===== config.mk =====
export PLATFORM = sky130hd
export DESIGN_NAME = inst_fetch_unit
export DESIGN_NICKNAME = d
export VERILOG_FILES = /design/src/rtl/inst_fetch_unit_pkg.sv /design/src/rtl/inst_fetch_unit_fetch_queue.sv /design/src/rtl/inst_fetch_unit.sv
export SDC_FILE = /design/constraint.sdc
export NUM_CORES = 1
export LEC_CHECK = 0
export ABC_AREA = 1
export CAP_MARGIN = 20
export CORE_MARGIN = 2
export CORE_UTILIZATION = 30
export DETAILED_ROUTE_END_ITERATION = 10
export SLEW_MARGIN = 20
export SYNTH_ARGS = -nofsm -noshare
export SYNTH_HDL_FRONTEND = slang
export SYNTH_SLANG_ARGS = --single-unit

===== constraint.sdc =====
create_clock -name clk_i -period 7.6 [get_ports clk_i]
set_input_delay 1.14 -clock clk_i [delete_from_list [all_inputs] [get_ports clk_i]]
set_output_delay 1.14 -clock clk_i [all_outputs]
set_load 0.1 [all_outputs]

===== src/rtl/inst_fetch_unit_pkg.sv =====
// Shared types and constants for the instruction fetch unit: data width, FSM encoding,
// queue entry layout and the fetch address range helper.
package inst_fetch_unit_pkg;

    localparam int DW = 32;
    localparam logic [DW-1:0] ZERO = 32'h0000_0000;
    localparam logic [DW-1:0] NOP  = 32'h0000_0013;

    typedef enum logic [1:0] {
        IF_IDLE = 2'b00,
        IF_RUN  = 2'b01,
        IF_HALT = 2'b10
    } if_state_e;

    typedef struct packed {
        logic [31:0]   pc;
        logic [DW-1:0] inst;
    } fetch_entry_t;

    // True when the byte PC points beyond an imem of 2**aw words.
    function automatic logic pc_out_of_range(input logic [31:0] pc, input int aw);
        logic [31:0] hi;
        hi = pc >> (aw + 2);
        return (hi != 32'd0);
    endfunction

endpackage


===== src/rtl/inst_fetch_unit_fetch_queue.sv =====
// Two-entry FIFO of {pc, inst} between imem responses and decode.
// Flush has priority over a simultaneous push; pop is only requested when non-empty.
module inst_fetch_unit_fetch_queue
    import inst_fetch_unit_pkg::*;
(
    input  logic         clk_i,
    input  logic         rst_i,
    input  logic         push_i,
    input  fetch_entry_t push_entry_i,
    input  logic         pop_i,
    input  logic         flush_i,
    output fetch_entry_t head_o,
    output logic [1:0]   count_o
);

    fetch_entry_t [1:0] mem_q, mem_d;
    logic               rd_ptr_q, rd_ptr_d;
    logic               wr_ptr_q, wr_ptr_d;
    logic [1:0]         count_q, count_d;

    // Next-state for storage, pointers and occupancy.
    always_comb begin
        mem_d    = mem_q;
        rd_ptr_d = rd_ptr_q;
        wr_ptr_d = wr_ptr_q;
        count_d  = count_q;
        if (flush_i) begin
            rd_ptr_d = 1'b0;
            wr_ptr_d = 1'b0;
            count_d  = 2'd0;
        end else begin
            if (push_i) begin
                mem_d[wr_ptr_q] = push_entry_i;
                wr_ptr_d        = ~wr_ptr_q;
            end else begin
                wr_ptr_d = wr_ptr_q;
            end
            if (pop_i) begin
                rd_ptr_d = ~rd_ptr_q;
            end else begin
                rd_ptr_d = rd_ptr_q;
            end
            case ({push_i, pop_i})
                2'b10:   count_d = count_q + 2'd1;
                2'b01:   count_d = count_q - 2'd1;
                default: count_d = count_q;
            endcase
        end
    end

    // Queue state registers.
    always_ff @(posedge clk_i or posedge rst_i) begin
        if (rst_i) begin
            mem_q    <= '0;
            rd_ptr_q <= 1'b0;
            wr_ptr_q <= 1'b0;
            count_q  <= 2'd0;
        end else begin
            mem_q    <= mem_d;
            rd_ptr_q <= rd_ptr_d;
            wr_ptr_q <= wr_ptr_d;
            count_q  <= count_d;
        end
    end

    assign head_o  = mem_q[rd_ptr_q];
    assign count_o = count_q;

endmodule


===== src/rtl/inst_fetch_unit.sv =====
// Fetch stage: PC, request FSM and a one-deep in-flight tracker feeding a 2-entry queue.
// Optional FETCH_BOUND_CHECK_EN halts on fetches outside the imem range and flags Fetch_err_o.
module inst_fetch_unit
    import inst_fetch_unit_pkg::*;
#(
    parameter int          AW       = 5,
    parameter logic [31:0] RESET_PC = 32'h0000_0000,
    parameter int          QDEPTH   = 2
) (
    input  logic          clk_i,
    input  logic          rst_i,
    output logic [AW-1:0] Imem_addr_o,
    output logic          Imem_read_en_o,
    input  logic [DW-1:0] Imem_data_i,
    input  logic          Branch_valid_i,
    input  logic [31:0]   Branch_target_i,
    input  logic          Dec_ready_i,
    output logic          Inst_valid_o,
    output logic [DW-1:0] Inst_o,
    output logic [31:0]   Inst_pc_o,
    output logic          Fetch_err_o
);

    if_state_e     state_q, state_d;
    logic [31:0]   pc_q, pc_d;
    logic [AW-1:0] addr_q, addr_d;
    logic          read_en_q, read_en_d;
    logic          pending_q, pending_d;
    logic [31:0]   req_pc_q, req_pc_d;
    logic          err_q, err_d;

    logic [31:0]   fetch_pc_s;
    logic          want_s;
    logic          bound_err_s;
    logic          push_s;
    logic          pop_s;
    logic          flush_s;
    logic [1:0]    count_s;
    logic [2:0]    occupancy_s;
    fetch_entry_t  push_entry_s;
    fetch_entry_t  head_s;

    assign pop_s        = Inst_valid_o && Dec_ready_i;
    // A branch discards whatever response lands on its edge.
    assign push_s       = pending_q && !Branch_valid_i;
    assign flush_s      = Branch_valid_i;
    assign push_entry_s = '{pc: req_pc_q, inst: Imem_data_i};
    assign occupancy_s  = {1'b0, count_s} + {2'b00, pending_q};

    // Request generation, branch redirect and FSM next state.
    always_comb begin
        state_d     = state_q;
        pc_d        = pc_q;
        addr_d      = addr_q;
        read_en_d   = 1'b0;
        pending_d   = 1'b0;
        req_pc_d    = req_pc_q;
        err_d       = err_q;
        fetch_pc_s  = pc_q;
        want_s      = 1'b0;
        bound_err_s = 1'b0;
        case (state_q)
            IF_IDLE: begin
                state_d = IF_RUN;
            end
            IF_RUN: begin
                if (Branch_valid_i) begin
                    fetch_pc_s = Branch_target_i & ~32'h0000_0003;
                    want_s     = 1'b1;
                end else begin
                    fetch_pc_s = pc_q;
                    want_s     = (occupancy_s < 3'(QDEPTH)) || pop_s;
                end
`ifdef FETCH_BOUND_CHECK_EN
                bound_err_s = want_s && pc_out_of_range(fetch_pc_s, AW);
`else
                bound_err_s = 1'b0;
`endif
                if (bound_err_s) begin
                    err_d   = 1'b1;
                    state_d = IF_HALT;
                end else if (want_s) begin
                    read_en_d = 1'b1;
                    addr_d    = fetch_pc_s[AW+1:2];
                    pc_d      = fetch_pc_s + 32'd4;
                    req_pc_d  = fetch_pc_s;
                    pending_d = 1'b1;
                end else begin
                    read_en_d = 1'b0;
                end
            end
            IF_HALT: begin
                state_d = IF_HALT;
            end
            default: begin
                state_d = IF_IDLE;
            end
        endcase
    end

    // Fetch control registers.
    always_ff @(posedge clk_i or posedge rst_i) begin
        if (rst_i) begin
            state_q   <= IF_IDLE;
            pc_q      <= RESET_PC;
            addr_q    <= RESET_PC[AW+1:2];
            read_en_q <= 1'b0;
            pending_q <= 1'b0;
            req_pc_q  <= 32'h0000_0000;
            err_q     <= 1'b0;
        end else begin
            state_q   <= state_d;
            pc_q      <= pc_d;
            addr_q    <= addr_d;
            read_en_q <= read_en_d;
            pending_q <= pending_d;
            req_pc_q  <= req_pc_d;
            err_q     <= err_d;
        end
    end

    inst_fetch_unit_fetch_queue u_fetch_queue (
        .clk_i        (clk_i),
        .rst_i        (rst_i),
        .push_i       (push_s),
        .push_entry_i (push_entry_s),
        .pop_i        (pop_s),
        .flush_i      (flush_s),
        .head_o       (head_s),
        .count_o      (count_s)
    );

    assign Imem_addr_o    = addr_q;
    assign Imem_read_en_o = read_en_q;
    assign Inst_valid_o   = (count_s != 2'd0);
    assign Inst_o         = head_s.inst;
    assign Inst_pc_o      = head_s.pc;
    assign Fetch_err_o    = err_q;

endmodule

# == After elaboration in Yosys (flattened, before gate mapping) ==
# Cells that the tools add are included.
# classes
muxes,18
n_reduce_logical,12
n_lt_le_gt_ge,4
n_addsub,4
bitwise,3
eq_ne,4
# op_table
operator,n
two-way mux 64 bit,3
bitwise mux 128 bit,1
demux 64 bit (select 1 bit),1
two-way mux 32 bit,2
"adder 32 x 3 -> 32 bit, second input constant",1
two-way mux 1 bit,8
case mux 2 bit (3 select lines),1
nonzero test 2 bit,3
"== test 2 x 1 -> 1 bit, second input constant",2
"== test 2 bit, second input constant",2
"< comparator 1 x 2 -> 1 bit, second input constant",2
case mux 2 bit (2 select lines),1
AND reduction 2 bit,2
adder 2 x 1 -> 3 bit,1
logical AND 1 bit,3
"< comparator 3 x 2 -> 1 bit, second input constant",1
NOT 1 bit,3
nonzero test 3 bit,1
"adder 2 x 1 -> 2 bit, second input constant",1
zero test 2 bit,1
two-way mux 2 bit,1
"subtractor 2 x 1 -> 2 bit, second input constant",1
">= comparator 1 bit, second input constant",1
zero test 1 bit,1
logical OR 1 bit,1
# totals
elab_cells,57
reg_bits,204

# == Depth between registers and ports, before layout ==
# logic_depth
word_depth,7
mapped_depth,13

# == Hierarchy ==
# A second synthesis with hierarchy kept.
# hier_totals
cells_unflattened,1100
hier_area_um2,9369.0
# by_module_without_submodules
module,area_per_inst_um2,instances,cells_per_inst,seq_area_each_um2
inst_fetch_unit_fetch_queue,5685.5,1,580,3303.2
inst_fetch_unit,3683.5,1,520,1576.5

# == Worst setup path after synthesis ==
# No wires, ideal clock.
# synth_timing
kind,reg-to-output
start,register u_fetch_queue.rd_ptr_q
end,output Inst_pc_o[22]
path_slack_ps,4821
arrival_time_ps,1639
path_stages_with_launch,6
required_time_ps,6460
path_buffers,2
path_cell_list,dfrtp_1 > clkbuf_1 > inv_2 > clkbuf_1 > nand2_1 > nand2_1
# synth_between
elab_chain_len,2
# synth_rtl
item,line_no,rtl
"start, declared",inst_fetch_unit_fetch_queue.sv:17,"logic rd_ptr_q, rd_ptr_d;"
"start signal, assigned",inst_fetch_unit_fetch_queue.sv:60,rd_ptr_q <= rd_ptr_d;
two-way mux 64 bit (implied by the code) (2 in series),inst_fetch_unit_fetch_queue.sv:66,assign head_o = mem_q[rd_ptr_q];
"end, declared",inst_fetch_unit.sv:20,"output logic [31:0] Inst_pc_o,"
# No other way between the ends. The select of a mux whose other input is x is not followed.

# == Worst setup path in the final report ==
# layout_timing
start,register u_fetch_queue.rd_ptr_q
end,output Inst_pc_o[19]
# The elaborated chain is that of the path after synthesis.

==> impl_metrics.yaml <==
logic_synthesis:
  synth_area_leader_cell: "dfrtp_1"
  yosysUniqueCellTypes: 31
  yosysSeqAreaShare: 0.525
  synth.most_common_cell: "nand2_1"
  synthCells: 1194
  synthTopCellsByArea: "dfrtp_1 53%, nand2_1 21%, o21ai_0 8.4%"
  syn_area_um2: 9100
  synthArstFlopShare: 1.00
  yosys_warnings: 0
  synth_edf_count: 0
  yosys-top-cells-count: "515 x nand2_1, 191 x dfrtp_1, 153 x o21ai_0, 99 x inv_1, 49 x nor2_1"
  synth_top_area_frac: 0.525
  ys.flop_type: "dfrtp_1"
  synth-seq-cells: 191
  synth_area_per_cell_um2: 7.62
critical_path:
  slowest_stage: "clkdlybuf4s50_1"
  path_cells: "buf_4 > inv_2 > buf_4 > nand2_1 > nand2_1 > clkdlybuf4s50_1"
  crit_path_end_kind: "output pin"
  cp.arrival_ps: 3600
  start_kind: "register"
  cp_max_fo: 63
  crit_family: "buffers and inverters"
  path_buf_inv: 4
  crit_path_max_incr_delay_ps: 1210
  critPathKind: "reg2out"
  required_ps: 6460
clock_tree:
  cts-buffers-inserted: 17
  cts_tree: "built"
  htree_levels: 4
  cts_setup_buffers: 0
  clk_pin_slew_ps: 80
  cts_num_sinks: 191
  cts-root-buf: "clkbuf_16"
  cts_resized: 0
  worstSkewPairLatency_ps: 430
  cts_hold_buf: 0
  clockBufferDepth: 2
sta:
  setup_viol: 0
  tightest_slew_ps: 1090
  hold_viol_final: 0
  drv_slew: 0
  fin_crit_ps: 4740
  tns_ps: 0
  finClkSkew_ps: 13.0
  post-route-period-util: 0.623
  layout_setup_ws_ps: 2860
  slew_headroom: 0.271
  rsz0062_at_grt: "no"
  fmax_ghz: 0.211
drt:
  routedWlPerCell_um: 13.4
  drt_wl_total_um: 22700
  dr.first_iter.drc_count: 747
  drc_errors: 0
  vias: 7622
  drtAntennaViolNets: 0
  drt-pass1-iter-count: 7
  vias_per_cell: 4.49
layout:
  nets: 1362
  syn2layout_area_growth_pct: 24.3
  drive_above_1_share: 0.0636
  n_antenna_cell: 0
  utilization: 0.380
  design_area_um2: 11300
worst_hold_path:
  worstHoldPathType: "reg2reg"
die:
  die_area_um2: 31700
  die-height_um: 178
  core_area_um2: 29700
  fp.dieW_um: 178
  num_rows: 63
  initial_utilization: 0.306
  io_pins: 140
outcome:
  outcome: "finished clean"
placement:
  dpl.hpwl_um: 14700
  numPortBuffers: 134
  place_area_um2: 10700
  dp_slack_ps: 3270
  gp_congestion: 0.849
global_route:
  grt_pass1_vias: 7113
  grt_max_degree: 124
  grt_overflow: 0
  grt_pass1_wl_um: 36900
  grtUsageTotal: 0.147
  antenna_found_initial: 0
flow_run:
  maxCapViolCount: 0
## final cells by class
| type | count | area (um2) |
|---|---|---|
| Fill cell | 3057 | 18400 |
| Clock inverter | 14 | 170 |
| Timing Repair Buffer | 143 | 1430 |
| Clock buffer | 18 | 439 |
| Tap cell | 390 | 488 |
| Multi-Input combinational cell | 835 | 3590 |
| Inverter | 105 | 402 |
| Sequential cell | 191 | 4780 |
## cell usage in the layout (no fill, tap or decap), drive strengths merged
cell type,synthesis,layout
clkbuf,29,18
a31oi,2,2
nor2,60,60
o211ai,1,1
or2,2,2
dfrtp,191,191
buf,36,9
nor3b,1,1
clkdlybuf4s50,0,134
xor2,1,1
ha,1,1
nor3,2,2
a21oi,15,15
bufinv,0,2
inv,105,112
nand2,533,533
o22ai,2,2
nand3,45,45
nand4,3,3
o21ai,156,156
conb,1,3
o21bai,8,8
clkinvlp,0,1
clkinv,0,4
## layer usage
metal	track usage	share of wire	wire, um	vias up
li1	-	-	-	3893
met1	0.211	0.50	11300	3512
met2	0.228	0.45	10100	208
met3	0.0279	0.048	1090	9
met4	0.0338	0.0065	148	0
met5	0	0	0	-
## cells by family (layout without fill, tap and decap cells)
| group | Yosys count | in the layout | synth area share |
|---|---|---|---|
| AND/OR/NAND/NOR | 646 | 646 | 0.285 |
| other | 1 | 3 | 0.000412 |
| buffers and inverters | 170 | 280 | 0.0825 |
| XOR/XNOR | 1 | 1 | 0.000963 |
| adder cells (fa/ha/maj) | 1 | 1 | 0.00138 |
| flip-flops | 191 | 191 | 0.525 |
| AO/OA/AOI/OAI | 184 | 184 | 0.104 |
## sequential cells by signal, indices dropped and copies added (netlist names)
name,count
Imem_addr_o,4
pc_q,30
pending_q,1
req_pc_q,26
state_q,2
u_fetch_queue.count_o,2
u_fetch_queue.mem_q,124
u_fetch_queue.rd_ptr_q,1
u_fetch_queue.wr_ptr_q,1
## per-stage QoR
step | std cells | hold slack [ps]
global route | 1696 | 447
finish | 1696 | 422
global placement | 1663 | 410
CTS | 1695 | 426
floorplan | 1196 | 401
detailed placement | 1663 | 415
## path summary, 6_finish.rpt
kind / to / cells after the start / startpoint / slack, ps
hold reg to reg: state_q[1] / 1 / state_q[0] / 420
max in group asynchronous: u_fetch_queue.mem_q[19] / 3 / rst_i / 4830
setup reg to reg: pc_q[12] / 9 / u_fetch_queue.count_o[0] / 5490
setup / recovery: Inst_pc_o[19] / 6 / u_fetch_queue.rd_ptr_q / 2860
min in group asynchronous: u_fetch_queue.mem_q[15] / 2 / rst_i / 1310
hold / removal: state_q[1] / 1 / state_q[0] / 420
Power is not shown: default switching activity piles up to over one toggle a cycle in this logic, so the estimate is an artifact.
